## src/rtl/reflector_prog.sv

```systemverilog
// Enigma-style reflector: fixed UKW-B/UKW-C wirings plus a programmable pair table.
// Optional macro REFLECTOR_CHECK_EN adds a post-load involution scan (CHECK state).
module reflector_prog #(
    parameter int N_SYM = 26,
    parameter int W     = 5
) (
    input  logic         clk,
    input  logic         rst_n,
    input  logic [1:0]   mode,
    input  logic         cfg_valid,
    output logic         cfg_ready,
    input  logic [W-1:0] cfg_a,
    input  logic [W-1:0] cfg_b,
    input  logic         cfg_last,
    input  logic         in_valid,
    output logic         in_ready,
    input  logic [W-1:0] char_in,
    output logic         out_valid,
    input  logic         out_ready,
    output logic [W-1:0] char_out,
    output logic         out_err,
    output logic         table_ok,
    output logic         cfg_err,
    output logic [1:0]   state_o
);
    // Every channel (cfg, in, out) transfers on a rising clk edge only when its valid and ready
    // are both high; a producer holds valid and payload steady until that edge.
    typedef enum logic [1:0] {
        S_IDLE  = 2'd0,
        S_LOAD  = 2'd1,
        S_CHECK = 2'd2,
        S_READY = 2'd3
    } state_t;

    localparam logic [4:0] UKW_B [26] = '{
        5'd24, 5'd17, 5'd20, 5'd7,  5'd16, 5'd18, 5'd11, 5'd3,  5'd15, 5'd23, 5'd13, 5'd6,  5'd14,
        5'd10, 5'd12, 5'd8,  5'd4,  5'd1,  5'd5,  5'd25, 5'd2,  5'd22, 5'd21, 5'd9,  5'd0,  5'd19};
    localparam logic [4:0] UKW_C [26] = '{
        5'd5,  5'd21, 5'd15, 5'd9,  5'd8,  5'd0,  5'd14, 5'd24, 5'd4,  5'd3,  5'd17, 5'd25, 5'd23,
        5'd22, 5'd6,  5'd2,  5'd19, 5'd10, 5'd20, 5'd16, 5'd18, 5'd1,  5'd13, 5'd12, 5'd7,  5'd11};

    state_t       state_q, state_d;
    logic [W-1:0] table_q [N_SYM];
    logic [W-1:0] table_d [N_SYM];
    logic         table_ok_q, table_ok_d;
    logic         cfg_err_q, cfg_err_d;
    logic         out_valid_q, out_err_q;
    logic [W-1:0] char_out_q;
    logic         cfg_fire, in_fire, beat_ok, eff_prog, map_err;
    logic [W-1:0] map_char;
    logic [4:0]   c5;

`ifdef REFLECTOR_CHECK_EN
    logic [W-1:0] chk_idx_q, chk_idx_d;
    logic         chk_bad_q, chk_bad_d, idx_bad;

    assign idx_bad = (table_q[table_q[chk_idx_q]] != chk_idx_q) || (table_q[chk_idx_q] == chk_idx_q);
`endif

    assign cfg_ready = (state_q != S_CHECK);
    assign cfg_fire  = cfg_valid && cfg_ready;
    assign beat_ok   = (cfg_a != cfg_b) && (32'(cfg_a) < N_SYM) && (32'(cfg_b) < N_SYM);
    // The fixed wirings only exist for a 26-letter alphabet; otherwise every mode uses the table.
    assign eff_prog  = (mode == 2'd2) || (N_SYM != 26);
    assign in_ready  = (!out_valid_q || out_ready) && !(eff_prog && !table_ok_q);
    assign in_fire   = in_valid && in_ready;

    always_comb begin
        state_d    = state_q;
        table_d    = table_q;
        table_ok_d = table_ok_q;
        cfg_err_d  = cfg_err_q;
`ifdef REFLECTOR_CHECK_EN
        chk_idx_d  = chk_idx_q;
        chk_bad_d  = chk_bad_q;
`endif
        if (cfg_fire) begin
            if (state_q == S_IDLE || state_q == S_READY) begin
                for (int i = 0; i < N_SYM; i++) table_d[i] = W'(i);
                table_ok_d = 1'b0;
                cfg_err_d  = 1'b0;
                state_d    = S_LOAD;
            end
            if (beat_ok) begin
                table_d[cfg_a] = cfg_b;
                table_d[cfg_b] = cfg_a;
            end else begin
                cfg_err_d = 1'b1;
            end
            if (cfg_last) begin
`ifdef REFLECTOR_CHECK_EN
                state_d   = S_CHECK;
                chk_idx_d = '0;
                chk_bad_d = 1'b0;
`else
                state_d    = S_READY;
                table_ok_d = 1'b1;
`endif
            end
        end
`ifdef REFLECTOR_CHECK_EN
        if (state_q == S_CHECK) begin
            chk_bad_d = chk_bad_q || idx_bad;
            chk_idx_d = chk_idx_q + 1'b1;
            if (chk_idx_q == W'(N_SYM - 1)) begin
                state_d = S_READY;
                if (chk_bad_q || idx_bad || cfg_err_q) begin
                    cfg_err_d  = 1'b1;
                    table_ok_d = 1'b0;
                end else begin
                    table_ok_d = 1'b1;
                end
            end
        end
`endif
    end

    always_comb begin
        c5       = 5'(char_in);
        map_char = char_in;
        map_err  = 1'b0;
        if (32'(char_in) >= N_SYM) map_err = 1'b1;
        else if (eff_prog)         map_char = table_q[char_in];
        else if (mode == 2'd1)     map_char = W'(UKW_C[c5]);
        else                       map_char = W'(UKW_B[c5]);
    end

    always_ff @(posedge clk or negedge rst_n) begin
        if (!rst_n) begin
            state_q    <= S_IDLE;
            table_ok_q <= 1'b0;
            cfg_err_q  <= 1'b0;
            for (int i = 0; i < N_SYM; i++) table_q[i] <= W'(i);
        end else begin
            state_q    <= state_d;
            table_ok_q <= table_ok_d;
            cfg_err_q  <= cfg_err_d;
            table_q    <= table_d;
        end
    end

`ifdef REFLECTOR_CHECK_EN
    always_ff @(posedge clk or negedge rst_n) begin
        if (!rst_n) begin
            chk_idx_q <= '0;
            chk_bad_q <= 1'b0;
        end else begin
            chk_idx_q <= chk_idx_d;
            chk_bad_q <= chk_bad_d;
        end
    end
`endif

    // Lookups read table_q before this edge's write, so a load starting now never affects them.
    always_ff @(posedge clk or negedge rst_n) begin
        if (!rst_n) begin
            out_valid_q <= 1'b0;
            char_out_q  <= '0;
            out_err_q   <= 1'b0;
        end else if (in_fire) begin
            out_valid_q <= 1'b1;
            char_out_q  <= map_char;
            out_err_q   <= map_err;
        end else if (out_ready) begin
            out_valid_q <= 1'b0;
        end
    end

    assign out_valid = out_valid_q;
    assign char_out  = char_out_q;
    assign out_err   = out_err_q;
    assign table_ok  = table_ok_q;
    assign cfg_err   = cfg_err_q;
    assign state_o   = state_q;
endmodule

```

## config.mk

```make
export PLATFORM = sky130hd
export DESIGN_NAME = reflector_prog
export DESIGN_NICKNAME = d
export VERILOG_FILES = /design/src/rtl/reflector_prog.sv
export SDC_FILE = /design/constraint.sdc
export NUM_CORES = 1
export LEC_CHECK = 0
export BUFFER_PORTS_ARGS = -buffer_cell sky130_fd_sc_hd__buf_2
export CORE_ASPECT_RATIO = 1.1
export CORE_UTILIZATION = 45
export DETAILED_ROUTE_END_ITERATION = 8
export PLACE_DENSITY = 0.67
export SLEW_MARGIN = 20
export SYNTH_ARGS = -nofsm -noshare
export SYNTH_HDL_FRONTEND = slang
export SYNTH_SLANG_ARGS = --single-unit
export TNS_END_PERCENT = 20
```

## constraint.sdc

```tcl
create_clock -name clk -period 2 [get_ports clk]
set_input_delay 0.1 -clock clk [delete_from_list [all_inputs] [get_ports clk]]
set_output_delay 0.1 -clock clk [all_outputs]
set_load 0.01 [all_outputs]
```

# After elaboration in Yosys (flattened, before gate mapping)
# Memories as Yosys holds them, arrays and structs flattened.
# Cells that the tools add are included.
[word_totals] reg_bits=141 wordCells=96 rom_bits=320 mem_count=2
[classes] magnitude_cmp=8 reduce_logical=18 bitwise=3 muxes=27 n_eq_ne=6
[mem_list] memory="(name not given)" depth=32 word_bits=5 read_ports=1 rd_clocked_by_memory_dff=0 wr=0 line_no="125" rtl="else map_char = W'(UKW_B[c5]);"
[mem_list] memory="(name not given)" depth=32 word_bits=5 read_ports=1 rd_clocked_by_memory_dff=0 wr=0 line_no="124" rtl="else if (mode == 2'd1) map_char = W'(UKW_C[c5]);"
[ops] operator="$mux W130" count=3
[ops] operator="$bwmux W130" count=2
[ops] operator="$mux W5" count=11
[ops] operator="$demux W5 S5" count=2
[ops] operator="$bmux W5 S5" count=1
[ops] operator="$ge A6 B6 Y1 const B" count=3
[ops] operator="$not A5 Y6" count=3
[ops] operator="$lt A6 B1 Y1 const B" count=2
[ops] operator="$lt A5 B5 Y1 const B" count=2
[ops] operator="$logic_and A1 B1 Y1" count=8
[ops] operator="$mux W1" count=6
[ops] operator="$ge A5 B5 Y1 const B" count=1
[ops] operator="$ne A5 B5 Y1" count=1
[ops] operator="$eq A2 B2 Y1 const B" count=2
[ops] operator="$mux W2" count=2
[ops] operator="$reduce_and A2 Y1" count=2
[ops] operator="$reduce_bool A2 Y1" count=2
[ops] operator="$logic_not A1 Y1" count=3
[ops] operator="$eq A2 B1 Y1 const B" count=1
[ops] operator="$logic_not A2 Y1" count=1
[ops] operator="$logic_or A1 B1 Y1" count=2
[ops] operator="$ne A2 B1 Y1 const B" count=1
[ops] operator="$ne A2 B2 Y1 const B" count=1

# Logic depth before layout (Yosys ltp)
[depth] word_depth=8 ltp_mapped=10 depth_no_buf=8

# Least setup slack after synthesis
# No wires, ideal clock.
[synth_path] kind="register to register" startpoint="register state_q[1] (netlist: state_o[1])" endpoint="register table_q[65] (netlist name)" arrival_time_ns=2.021 path_slack_ns=-0.141 period_less_slack_ns=2.141 required_ns=1.880 path_stages_with_launch=8 cell_sequence="dfrtp_1 > ha_1 > clkbuf_1 > clkbuf_1 > clkbuf_1 > nand2_1 > clkbuf_1 > a31o_2"
[synth_via] elab_chain_cells=7 word_cells_on_any_way=10 cone_classes="2 x eq/ne; 5 x mux; 3 x reduce/logical"
[synth_lines] element="from (decl)" line_no="42" rtl="state_t state_q, state_d;"
[synth_lines] element="from (signal assigned)" line_no="135" rtl="state_q <= state_d;"
[synth_lines] element="$eq A2 B2 Y1 or $logic_not A2 Y1 (tied branches)" line_no="78" rtl="if (state_q == S_IDLE || state_q == S_READY) begin"
[synth_lines] element="$logic_or A1 B1 Y1" line_no="78"
[synth_lines] element="$mux W130" line_no="78"
[synth_lines] element="$mux W130" line_no="77" rtl="if (cfg_fire) begin"
[synth_lines] element="$bwmux W130" line_no="85" rtl="table_d[cfg_a] = cfg_b;"
[synth_lines] element="$bwmux W130" line_no="86" rtl="table_d[cfg_b] = cfg_a;"
[synth_lines] element="$mux W130" line_no="84" rtl="if (beat_ok) begin"
[synth_lines] element="to (signal assigned)" line_no="138" rtl="table_q <= table_d;"
[synth_lines] element="to (decl)" line_no="43" rtl="logic [W-1:0] table_q [N_SYM];"
# Parallel ways exist; a longest one is shown, timed or not. The select of a mux whose other input is x is not followed.
# A chain may end at the register's enable or synchronous reset.

# Worst setup path after layout
[layout_path] startpoint="register table_q[113] (netlist name)" endpoint="register char_out_q[3] (netlist: char_out[3])"
[layout_via] elab_chain_cells=5
[layout_lines] element="$bmux W5 S5" line_no="123" rtl="else if (eff_prog) map_char = table_q[char_in];"
[layout_lines] element="$mux W5 (not written as such) (2 in a row)" line_no="123"
[layout_lines] element="$mux W5" line_no="123"
[layout_lines] element="$mux W5" line_no="122" rtl="if (32'(char_in) >= N_SYM) map_err = 1'b1;"
[layout_lines] element="to (signal assigned)" line_no="162" rtl="char_out_q <= map_char;"
[layout_lines] element="to (decl)" line_no="48" rtl="logic [W-1:0] char_out_q;"
# Every way passes these cells. The select of a mux whose other input is x is not followed.

==> qor.csv <==
metric,value,unit
Setup TNS Final,-0.0278,ns
RSZ-0062 raised after global routing,true,
first-pass GRT wire length,59800,um
# diodes,0,
Slew HR,60.2,%
placed instance area,12000,um2
pwr dens,700,nW/um2
Total GRT Usage,32.8,%
mux contribution to synthesized area,9.19,%
"EDFF count, synth",0,
CTS tree,done,
pin count of the biggest net entering global routing,58,
share of cells above drive strength 1,24.6,%
CTS buffer count,17,
# rows,57,
minimum clock period,2.03,ns
Clock Tree Root,clkbuf_16,
setup ws final,-0.0278,ns
drt drc,0,
"Non-Filler Cell Area, Final",12700,um2
setup violators final,1,
CP arrival,2.34,ns
Max stage delay on crit path,0.53,ns
"Core Util, Final",56.5,%
syn nets,1326,
critical path launch point type,register,
Worst path most repeated cell,mux4_2,
XOR/XNOR Fraction of Synth Area,0.421,%
Worst-Skew Late Latency,0.43,ns
Hold Path Depth,3,
DR WL/cell,22.4,um
initial DRC count,1369,
worst hold start,cfg_a[4],
Synth Area in Simple Gates,23.8,%
io pins,36,
initial antenna violation count,0,
LEAKAGE,5.13,nW
MaxCap Viol Count,0,
first-pass iteration count of the detailed router,6,
Die X,147,um
final wirelength,38300,um
Ys Warns,0,
critical-path cell list,mux4_2 -> mux4_2 -> a21oi_4 -> nor2_1 -> o32a_1,
initial core utilization,46.4,%
clock sink count,140,
"Primary FF master, synth",dfrtp_1,
Min-Delay Path Class,primary input to register,
Post-Synthesis Cells,1291,
Final Power,8.86,mW
"most common cell after layout, fill and taps aside",a21oi_1,
DR vias/cell,6.43,
sequential fraction of the synthesis area,34.4,%
"commonest cells after routing, fill and taps aside","158 x a21oi_1, 153 x buf_4, 140 x nor2_1",
largest family of logic cells by synthesized area,compound AO/OA/AOI/OAI gates,
crit-path max FO,2,
"worst slack, placed",-0.181,ns
CP endpoint kind,register,
H-tree lvl count,4,
Synth Register Bits,140,
final worst-path cycle share,101,%
Pins Over Slew Limit,0,
worst reg2reg endpoint,char_out[3]$_DFFE_PN0P_,
Synth Cell Area,10400,um2
Reg2Reg Setup Slack,-0.03,ns
core area,22400,um2
Worst-path clk slew,0.06,ns
reg2reg path depth,5,
Slew @ Worst Pin,0.596,ns
# port buffers,35,
Compound-Gate Fraction of Synth Area,25.3,%
syn_area_per_cell,8.06,um2
status,"complete, but fails checks",
die area,23700,um2
Layout area overhead,21.7,%
Adder-Cell Fraction of Synth Area,1.44,%
WP data required,2.31,ns
post-synthesis cell type count,57,
Placer Congestion,0.933,
Die Ht,161,um
Reg-to-Reg Start,table_q[113]$_DFFE_PN0P_,
grt ovf,0,
vias in the first global route,10400,
violated checks,negative setup slack,
final net count,1435,
VDD IR max,0.000516,V
Post-DRT Antenna Nets,0,
DP HPWL,26400,um
WHS Endpoint,table_q[39]$_DFFE_PN1P_,
DR vias,11000,
Async SR Flop Fraction,100,%
final hold vios,0,
critical path type,register to register,
Worst path slowest cell,mux4_2,
Clock Skew,0.00866,ns
fmax,493,MHz
clock buffer depth,2,
worst max-delay path by stage:
| stage | end | slack (ns) | startpoint | cells after the start |
|---|---|---|---|---|
| 5_1_grt | char_out[3]$_DFFE_PN0P_ | -0.08 | table_q[113]$_DFFE_PN0P_ | 5 |
| 2_1_floorplan | table_q[113]$_DFFE_PN0P_ | -0.06 | state_o[1]$_DFFE_PN0P_ | 8 |
| 3_3_place_gp | char_out[3]$_DFFE_PN0P_ | -0.17 | char_in[0] | 7 |
| 3_5_place_dp | char_out[3]$_DFFE_PN0P_ | -0.18 | char_in[0] | 7 |
| 6_report | char_out[3]$_DFFE_PN0P_ | -0.03 | table_q[113]$_DFFE_PN0P_ | 5 |
| 4_1_cts | char_out[3]$_DFFE_PN0P_ | -0.02 | table_q[113]$_DFFE_PN0P_ | 5 |
repair_timing:
action	4_1_cts	5_1_grt
pin swaps	1	1
hold buffers	3	0
setup endpoints to repair	1	35
resized for setup	1	7
hold endpoints to repair	38	0
buffers inserted	0	1
registers in the layout (all words and copies together), names as in the netlist:
signal,flops
out_valid,1
cfg_err,1
state_o,2
out_err,1
table_q,130
char_out,5
kinds of logic (layout without fill, tap and decap cells):
logic type,Yosys count,after routing
buffers and inverters,139,261
muxes,59,59
AOI/OAI and AO/OA,430,430
DFF,140,140
xor gates and xnor gates,5,5
and+or+nand+nor,506,506
adders and majority gates,12,12
final cells by class:
| cell class | count | area (um2) |
|---|---|---|
| Clock buffer | 18 | 429 |
| Clock inverter | 14 | 194 |
| Fill cell | 2002 | 9740 |
| Inverter | 20 | 75.1 |
| Multi-Input combinational cell | 1012 | 6290 |
| Sequential cell | 140 | 3570 |
| Tap cell | 295 | 369 |
| Timing Repair Buffer | 209 | 1720 |
cells in the mapped netlist (2+ instances only):
| cell type | count | area share, % |
|---|---|---|
| nor3_1 | 80 | 3.8 |
| or2_2 | 7 | 0.42 |
| and2_1 | 4 | 0.24 |
| a22o_1 | 43 | 3.6 |
| a311o_1 | 2 | 0.19 |
| ha_1 | 12 | 1.4 |
| mux2i_1 | 31 | 3.0 |
| xnor2_1 | 2 | 0.17 |
| o221ai_1 | 3 | 0.25 |
| dfrtp_1 | 83 | 20 |
| nor2_1 | 140 | 5.1 |
| o211ai_1 | 13 | 0.94 |
| a21o_1 | 4 | 0.29 |
| nand2_1 | 128 | 4.6 |
| a311oi_1 | 2 | 0.17 |
| nand3_1 | 31 | 1.5 |
| a211o_1 | 10 | 0.84 |
| clkbuf_1 | 81 | 2.9 |
| a221oi_1 | 2 | 0.17 |
| o21ai_0 | 119 | 5.7 |
| o31ai_1 | 10 | 0.72 |
| mux4_1 | 4 | 1.0 |
| or3_1 | 2 | 0.12 |
| o22ai_1 | 6 | 0.36 |
| o21a_1 | 4 | 0.29 |
| nand2b_1 | 14 | 0.84 |
| nor2_2 | 2 | 0.12 |
| or3b_2 | 10 | 0.84 |
| mux4_2 | 24 | 5.2 |
| o311ai_0 | 10 | 0.84 |
| and3_1 | 3 | 0.18 |
| buf_2 | 29 | 1.4 |
| a31oi_1 | 13 | 0.78 |
| xor2_1 | 3 | 0.25 |
| o22a_1 | 13 | 1.1 |
| buf_4 | 3 | 0.22 |
| nand3b_1 | 19 | 1.4 |
| a21oi_1 | 159 | 7.7 |
| nor2b_1 | 16 | 0.96 |
| dfstp_2 | 57 | 14 |
| nor3b_1 | 45 | 3.2 |
| buf_1 | 5 | 0.18 |
| a211oi_1 | 10 | 0.72 |
| o32a_1 | 2 | 0.19 |
| inv_1 | 19 | 0.69 |
worst max-delay path: cells and delay by family (launching register included):
family,cells,cell delay (ns)
compound gates,2,0.44
flops,1,0.38
mux,2,1.04
simple gates,1,0.06
metal layers:
layer / vias to the layer above / wire length [um] / GRT usage, %
li1: 4924 / - / -
met1: 5243 / 15500 / 43.5
met2: 659 / 17400 / 52.3
met3: 156 / 3450 / 5.34
met4: 0 / 1940 / 15.6
met5: - / 0 / 0
through the flow:
stage,instances,hold slack (ns)
final,1708,0.101
after global routing,1708,0.108
after CTS,1707,0.0763
after detailed placement,1672,0.118
after global placement,1672,0.125
after floorplan,1291,-0.196
power by group:
group	total [mW]	switching, mW	internal, mW
logic	2.11	1.26	0.851
registers	3.31	0.177	3.13
clock network	3.44	1.35	2.09
total	8.86	2.79	6.07
(Power assumes the default switching activity.)
